`src/rtl/ncl_ring3_sink.sv`:
```
// ncl_ring3_sink: clocked consumer for a 1-of-3 NCL ring source.
// Synchronises the three rails, filters them for stability, runs the
// DATA/NULL completion handshake and decodes and counts tokens.
// Optional rotation checker enabled by defining RING_CHECK_EN.
module ncl_ring3_sink #(
  parameter int unsigned SYNC_STAGES = 2,
  parameter int unsigned STABLE_CYC  = 1,
  parameter int unsigned CNT_W       = 16
) (
  input  logic             clk,
  input  logic             init,
  input  logic [2:0]       rail,
  input  logic             stall,
  output logic             comp,
  output logic             tok_valid,
  output logic [1:0]       tok_val,
  output logic [CNT_W-1:0] tok_cnt,
  output logic             err_illegal,
  output logic             err_seq,
  output logic [CNT_W-1:0] err_cnt
);

  localparam logic [2:0] STAB_THR = 3'(STABLE_CYC);

  typedef enum logic {
    WAIT_DATA = 1'b0,
    WAIT_NULL = 1'b1
  } state_t;

  logic [2:0]       r_sync [SYNC_STAGES];
  logic [2:0]       w_s;
  logic [2:0]       r_last;
  logic [2:0]       r_stab;
  logic             w_settled;
  state_t           r_state;
  state_t           w_next;
  logic             w_accept;
  logic             w_legal;
  logic [1:0]       w_idx;
  logic             w_tok;
  logic             w_ill;
  logic             w_seq_bad;
  logic             r_tok_valid;
  logic [1:0]       r_tok_val;
  logic [CNT_W-1:0] r_tok_cnt;
  logic             r_err_illegal;
  logic [CNT_W-1:0] r_err_cnt;

  // Per-rail synchroniser chain into the clk domain
  always_ff @(posedge clk) begin
    if (init) begin
      for (int unsigned i = 0; i < SYNC_STAGES; i++) r_sync[i] <= '0;
    end else begin
      r_sync[0] <= rail;
      for (int unsigned i = 1; i < SYNC_STAGES; i++) r_sync[i] <= r_sync[i-1];
    end
  end

  assign w_s = r_sync[SYNC_STAGES-1];

  // Stability filter: r_last is the sampled value, r_stab counts how many
  // consecutive samples it has held (saturating at 7)
  always_ff @(posedge clk) begin
    if (init) begin
      r_last <= '0;
      r_stab <= '0;
    end else begin
      r_last <= w_s;
      if (w_s != r_last)
        r_stab <= 3'd1;
      else if (r_stab != 3'd7)
        r_stab <= r_stab + 3'd1;
    end
  end

  assign w_settled = (r_stab >= STAB_THR);

  // Handshake state register
  always_ff @(posedge clk) begin
    if (init) r_state <= WAIT_DATA;
    else      r_state <= w_next;
  end

  // Next-state: acknowledge settled DATA (unless stalled), release on settled NULL
  always_comb begin
    w_next   = r_state;
    w_accept = 1'b0;
    case (r_state)
      WAIT_DATA: begin
        if (w_settled && (r_last != 3'b000) && !stall) begin
          w_next   = WAIT_NULL;
          w_accept = 1'b1;
        end
      end
      WAIT_NULL: begin
        if (w_settled && (r_last == 3'b000)) w_next = WAIT_DATA;
      end
      default: w_next = WAIT_DATA;
    endcase
  end

  // Token decode of the settled wavefront
  always_comb begin
    w_legal = 1'b0;
    w_idx   = 2'd0;
    case (r_last)
      3'b001: begin w_legal = 1'b1; w_idx = 2'd0; end
      3'b010: begin w_legal = 1'b1; w_idx = 2'd1; end
      3'b100: begin w_legal = 1'b1; w_idx = 2'd2; end
      default: begin w_legal = 1'b0; w_idx = 2'd0; end
    endcase
  end

  assign w_tok = w_accept && w_legal;
  assign w_ill = w_accept && !w_legal;

`ifdef RING_CHECK_EN
  logic [1:0] r_ref;
  logic       r_ref_vld;
  logic [1:0] w_ref_next;
  logic       r_err_seq;

  assign w_ref_next = (r_ref == 2'd2) ? 2'd0 : r_ref + 2'd1;
  assign w_seq_bad  = w_tok && r_ref_vld && (w_idx != w_ref_next);

  // Rotation reference: always follows the last legal token
  always_ff @(posedge clk) begin
    if (init) begin
      r_ref     <= '0;
      r_ref_vld <= 1'b0;
      r_err_seq <= 1'b0;
    end else begin
      r_err_seq <= w_seq_bad;
      if (w_tok) begin
        r_ref     <= w_idx;
        r_ref_vld <= 1'b1;
      end
    end
  end

  assign err_seq = r_err_seq;
`else
  assign w_seq_bad = 1'b0;
  assign err_seq   = 1'b0;
`endif

  // Token/error pulses and counters
  always_ff @(posedge clk) begin
    if (init) begin
      r_tok_valid   <= 1'b0;
      r_tok_val     <= '0;
      r_tok_cnt     <= '0;
      r_err_illegal <= 1'b0;
      r_err_cnt     <= '0;
    end else begin
      r_tok_valid   <= w_tok;
      r_err_illegal <= w_ill;
      if (w_tok) begin
        r_tok_val <= w_idx;
        r_tok_cnt <= r_tok_cnt + 1'b1;
      end
      if ((w_ill || w_seq_bad) && (r_err_cnt != '1))
        r_err_cnt <= r_err_cnt + 1'b1;
    end
  end

  assign comp        = (r_state == WAIT_NULL);
  assign tok_valid   = r_tok_valid;
  assign tok_val     = r_tok_val;
  assign tok_cnt     = r_tok_cnt;
  assign err_illegal = r_err_illegal;
  assign err_cnt     = r_err_cnt;

endmodule

```
`config.mk`:
```
export PLATFORM = sky130hd
export DESIGN_NAME = ncl_ring3_sink
export DESIGN_NICKNAME = d
export VERILOG_FILES = /design/src/rtl/ncl_ring3_sink.sv
export SDC_FILE = /design/constraint.sdc
export NUM_CORES = 1
export LEC_CHECK = 0
export BUFFER_PORTS_ARGS = -buffer_cell sky130_fd_sc_hd__buf_2
export CORE_MARGIN = 2
export CORE_UTILIZATION = 54
export CTS_CLUSTER_DIAMETER = 60
export DETAILED_ROUTE_END_ITERATION = 8
export MAX_ROUTING_LAYER = met4
export PLACE_DENSITY = 0.83
export SLEW_MARGIN = 20
export SYNTH_ARGS = -nofsm -noshare
export SYNTH_HDL_FRONTEND = slang
export SYNTH_SLANG_ARGS = --single-unit
```
`constraint.sdc`:
```
create_clock -name clk -period 2.3 [get_ports clk]
set_input_delay 0.23 -clock clk [delete_from_list [all_inputs] [get_ports clk]]
set_output_delay 0.23 -clock clk [all_outputs]
set_load 0.01 [all_outputs]
```
==> flow_summary.yaml, run 1 <==
outcome:
  outcome: "completed"
clock_network:
  post_cts_buffers: 0
  ctsLongestPathBuffers: 2
  cts_hold_buffers: 0
  cts_repair_resize_count: 0
  cts_buffers: 5
  cts-root-buf: "clkbuf_8"
  htree_levels: 2
  clock-sinks: 49
  cts_tree: "yes"
  insertion_delay_ns: 0.30
  path_clk_slew_ns: 0.09
synth:
  syn_nets: 259
  synthTopCellsByCount: "dfxtp_1, nor2_1, xnor2_1, nor3_1"
  yosysUniqueCellTypes: 35
  synth-async-reset-ratio_pct: 0
  synth_top_cells_by_area: "dfxtp_1, xnor2_1, nor2_1, nor3_1, ha_1"
  ys_ff_latch: 49
  syn_area_sq_um: 2230
  syn_area_per_cell_sq_um: 8.99
  synth_ff_type: "dfxtp_1"
  ys_warn_count: 0
  seq_area_frac_synth_pct: 44.0
  yosysMostFrequentCell: "dfxtp_1"
  synth_edf_count: 0
  yosysTopAreaCell: "dfxtp_1"
  syn_inst: 248
  netlist.area_leader.share_pct: 44.0
routing:
  first_iter_violations: 94
  ant_nets: 0
  wl_per_cell_um: 11.9
  drc: 0
  drt_wl_total_um: 4060
  viasPerCell: 5.33
  vias: 1813
  first_pass_iters: 4
floorplan:
  start_util_pct: 55.7
  dieWidth_um: 68.3
  fp.dieArea_sq_um: 4660
  fp-row-count: 23
  fp.dieH_um: 68.3
  io_pins: 44
  fp.coreArea_sq_um: 4000
global_routing:
  gr-usage-met3_pct: 5.59
  grt_pass1_wl_um: 6730
  antenna_found_initial: 0
  busiest_layer: "met2"
  grt_use_total_pct: 19.7
  grt_pass1_vias: 1568
  grt_max_degree: 32
  gr-total-overflow: 0
  grt_util_met1_pct: 22.9
  use_met2_pct: 32.4
timing:
  fmax_mhz: 489
  hold-worst-slack_ns: 0.136
  fin_ws_ns: 0.255
  slew_headroom_pct: 62.2
  finalHoldViolCount: 0
  rsz0062_at_grt: "no"
  finalSetupViolations: 0
  slew_viol_final: 0
  final.min_clock_period_ns: 2.05
  totalNegativeSetupSlack_ns: 0
  worstMarginPinSlew_ns: 0.561
  timing.final.crit_share_pct: 88.9
  clock_skew_ns: 0.00783
placed_design:
  port_buffers: 42
  gp_congestion: 0.834
  place_inst: 332
  dp_hpwl_um: 2930
  pre_cts_ws_ns: 0.268
pwr:
  ir_worst_vdd_mv: 0.389
  power_leakage_uw: 0.00104
  power_per_cell_area_nw_per_um2: 588
layout:
  fin_nets: 300
  drive_gt1_share_pct: 22.8
  area_delta_synth_final_pct: 14.9
  fillCellCount: 365
  final_cells: 340
  final_util_pct: 64.0
  antenna_cells: 0
setup_path:
  end_kind: "flip-flop"
  start_kind: "flip-flop"
  arrival_ns: 2.23
  path_max_fanout: 15
  crit_type: "reg2reg"
  critical_path_required_ns: 2.48
min_path:
  hp-class: "in2reg"
flow_run:
  cap_violations: 0
-- metal layers --
metal  routed length (um)  vias to the layer above
li1                     -                      927
met1                 1850                      838
met2                 1930                       41
met3                  197                        7
met4                   68                        0
met5                    0                        -
-- final timing paths --
check | start | slack [ns] | cells past startpoint | to
hold / removal | rail[0] | 0.14 | 2 | r_sync[0][0]$_SDFF_PP0_
hold reg to reg | r_sync[0][2]$_SDFF_PP0_ | 0.44 | 1 | r_sync[0][5]$_SDFF_PP0_
setup / recovery | r_last[0]$_SDFF_PP0_ | 0.25 | 6 | tok_cnt[13]$_SDFFE_PP0P_
setup reg to reg | r_last[0]$_SDFF_PP0_ | 0.25 | 6 | tok_cnt[13]$_SDFFE_PP0P_
-- where the power goes --
group          total, uW  switching (uW)  internal [uW]
clock                547             275            272
combinational       84.7            49.2           35.5
sequential           876            12.9            863
-- kinds of logic (layout without fill, tap and decap cells) --
| kind of cell | Yosys count | count (layout) | share of synthesized area (%) |
|---|---|---|---|
| compound gates | 15 | 15 | 4.04 |
| xor+xnor | 32 | 32 | 12.6 |
| fa+ha+maj | 6 | 6 | 3.31 |
| buf+inv | 17 | 59 | 4.26 |
| flops | 49 | 49 | 44.0 |
| mux | 3 | 3 | 1.40 |
| other cells | 1 | 1 | 0.168 |
| simple gates | 125 | 125 | 30.2 |
-- metrics by stage --
| step | cell area, sq um | total power (uW) |
|---|---|---|
| 2_1_floorplan | 2230 | 962 |
| 3_3_place_gp | 2460 | 979 |
| 5_1_grt | 2560 | 1570 |
| 4_1_cts | 2560 | 1520 |
| 3_5_place_dp | 2460 | 981 |
| 6_report | 2560 | 1510 |
-- cell type report --
class / count / area [sq um] / area share [%]
clock buffers: 7 / 96.3 / 3.76
multi-input cells: 182 / 1150 / 45.0
clock inverters: 1 / 5.00 / 0.195
repair buffers: 47 / 248 / 9.67
well taps: 50 / 62.6 / 2.44
inverters: 4 / 15.0 / 0.586
flip-flops and latches: 49 / 981 / 38.3
-- worst max-delay path, stage by stage (launching register included) --
cell     delay [ns]
dfxtp_1        0.39
maj3_2         0.35
or4_1          0.46
buf_4          0.22
nor4_2         0.30
xnor2_1        0.15
nor2_1         0.05
-- flip-flops by register name (all words and copies together) (netlist names) --
register and cells:
r_sync 6, r_last 3, comp 1, tok_valid 1, err_illegal 1, err_cnt 16, tok_val 2, r_stab 3
tok_cnt 16
-- cells in the final DEF (no fill, tap or decap), types with 3 or more instances in the layout --
master / instances
a21oi_1: 6
and3_1: 3
and4_1: 3
buf_2: 42
buf_4: 5
clkbuf_8: 7
dfxtp_1: 49
ha_1: 5
inv_1: 4
nand2_1: 8
nand3_1: 10
nand4_1: 10
nor2_1: 44
nor2b_1: 10
nor3_1: 14
nor3_2: 5
nor4_1: 8
o21ai_0: 4
xnor2_1: 27
xor2_1: 5
(Power assumes the default switching activity.)
==> run 2: changes to the inputs <==
Settings changed: RECOVER_POWER set to 100.
==> run 2 against run 1 <==
  * Clock-buffer cell count is the same
  * Utilization shrank 2.0 points
  * First-iteration DRC count is 2.1% higher
  * Clock skew about the same
  * Wire length grew 0.47%
  * Maximum frequency fell by 0.67%
  * Register-to-register slack about the same
  * Global-route usage unchanged
  * Sequential power about the same
  * Via count increased by 0.77%
  * Worst setup slack worse by 0.014 ns
  * Non-clock buffer count unchanged
  * Largest cell class unchanged
==> flow_summary.yaml, run 2 (synthesis gave the netlist of run 1 again) <==
setup_path:
  start_kind: "flip-flop"
  crit_type: "reg2reg"
  startpoint: "r_last[0]$_SDFF_PP0_"
  end_kind: "flip-flop"
  critical_path_required_ns: 2.45
  arrival_ns: 2.21
  path_max_fanout: 15
  r2r-start: "r_last[0]$_SDFF_PP0_"
clock_network:
  cts_repair_resize_count: 0
  path_clk_slew_ns: 0.09
  cts_tree: "yes"
  htree_levels: 2
  cts-root-buf: "clkbuf_8"
  cts_hold_buffers: 0
  post_cts_buffers: 0
  ctsLongestPathBuffers: 2
  cts_buffers: 5
  insertion_delay_ns: 0.30
  clock-sinks: 49
routing:
  first_pass_iters: 4
  first_iter_violations: 96
  drc: 0
  vias: 1827
  drt_wl_total_um: 4080
  ant_nets: 0
  viasPerCell: 5.37
  wl_per_cell_um: 12.0
floorplan:
  fp.dieArea_sq_um: 4660
  fp-row-count: 23
  fp.dieH_um: 68.3
  dieWidth_um: 68.3
  fp.coreArea_sq_um: 4000
  start_util_pct: 55.7
  io_pins: 44
pwr:
  power_per_cell_area_nw_per_um2: 606
  ir_worst_vdd_mv: 0.391
  power_leakage_uw: 0.000870
global_routing:
  antenna_found_initial: 0
  grt_max_degree: 32
  gr-total-overflow: 0
  grt_pass1_vias: 1568
  grt_use_total_pct: 19.7
  grt_pass1_wl_um: 6730
placed_design:
  dp_hpwl_um: 2930
  gp_congestion: 0.834
  port_buffers: 42
  pre_cts_ws_ns: 0.268
min_path:
  min_from: "rail[0]"
  hp-class: "in2reg"
timing:
  timing.final.crit_share_pct: 89.5
  fmax_mhz: 486
  clock_skew_ns: 0.00764
  totalNegativeSetupSlack_ns: 0
  slew_viol_final: 0
  worstMarginPinSlew_ns: 1.24
  slew_headroom_pct: 17.2
  final.min_clock_period_ns: 2.06
  fin_ws_ns: 0.241
  finalSetupViolations: 0
  rsz0062_at_grt: "no"
  finalHoldViolCount: 0
layout:
  area_delta_synth_final_pct: 11.3
  drive_gt1_share_pct: 7.24
  fin_nets: 300
  antenna_cells: 0
  fillCellCount: 391
  final_cell_mix: "dfxtp_1, nor2_1, clkbuf_1, xnor2_1, nor3_1"
  mostFrequentLayoutCell: "dfxtp_1"
outcome:
  outcome: "completed"
flow_run:
  cap_violations: 0
run 2: cell types whose count changed in the layout (fill, tap and decap cells not counted), sizes merged:
cell,previous run,this run
clkbuf,7,47
buf,47,7
run 2: final timing paths:
kind | endpoint | slack, ns | depth (start not counted)
min reg2reg | r_sync[0][5]$_SDFF_PP0_ | 0.44 | 1
max reg2reg | tok_cnt[13]$_SDFFE_PP0P_ | 0.24 | 6
max | tok_cnt[13]$_SDFFE_PP0P_ | 0.24 | 6
min | r_sync[0][0]$_SDFF_PP0_ | 0.14 | 2
run 2: area by class of cell:
class / instances / area (sq um) / area share, %
multi-input cells: 182 / 1130 / 45.5
repair buffers: 47 / 193 / 7.77
flip-flops and latches: 49 / 981 / 39.5
well taps: 50 / 62.6 / 2.52
clock inverters: 1 / 5.00 / 0.202
clock buffers: 7 / 96.3 / 3.88
inverters: 4 / 15.0 / 0.605
run 2: critical path, stage by stage (launching register included):
cell,delay (ns)
dfxtp_1,0.39
maj3_2,0.35
or4_1,0.46
buf_4,0.21
nor4_2,0.30
xnor2_1,0.15
nor2_1,0.05
run 2: through the flow:
step                      std cells  instance area (sq um)  power, uW  utilization (%)  hold WS, ns
after detailed placement        332                   2460        981             61.5        0.424
after global placement          332                   2460        979             61.5        0.424
after floorplan                 248                   2230        962                -        0.358
after CTS                       340                   2560       1520             64.0        0.130
after global routing            340                   2480       1560             62.0        0.135
final                           340                   2480       1500             62.0        0.136
run 2: power by group:
| part | switching, uW | leakage, uW | internal [uW] |
|---|---|---|---|
| Sequential | 13.0 | 0.000397 | 863 |
| Clock | 274 | 0.0000542 | 272 |
| Combinational | 48.4 | 0.000418 | 32.7 |
| Total | 336 | 0.000870 | 1170 |
run 2: layer usage:
layer | vias up | GRT usage (%) | wire, um
li1 | 930 | - | -
met3 | 9 | 5.59 | 193
met2 | 45 | 32.4 | 1960
met1 | 843 | 22.9 | 1850
met4 | 0 | 7.50 | 72
met5 | - | - | 0
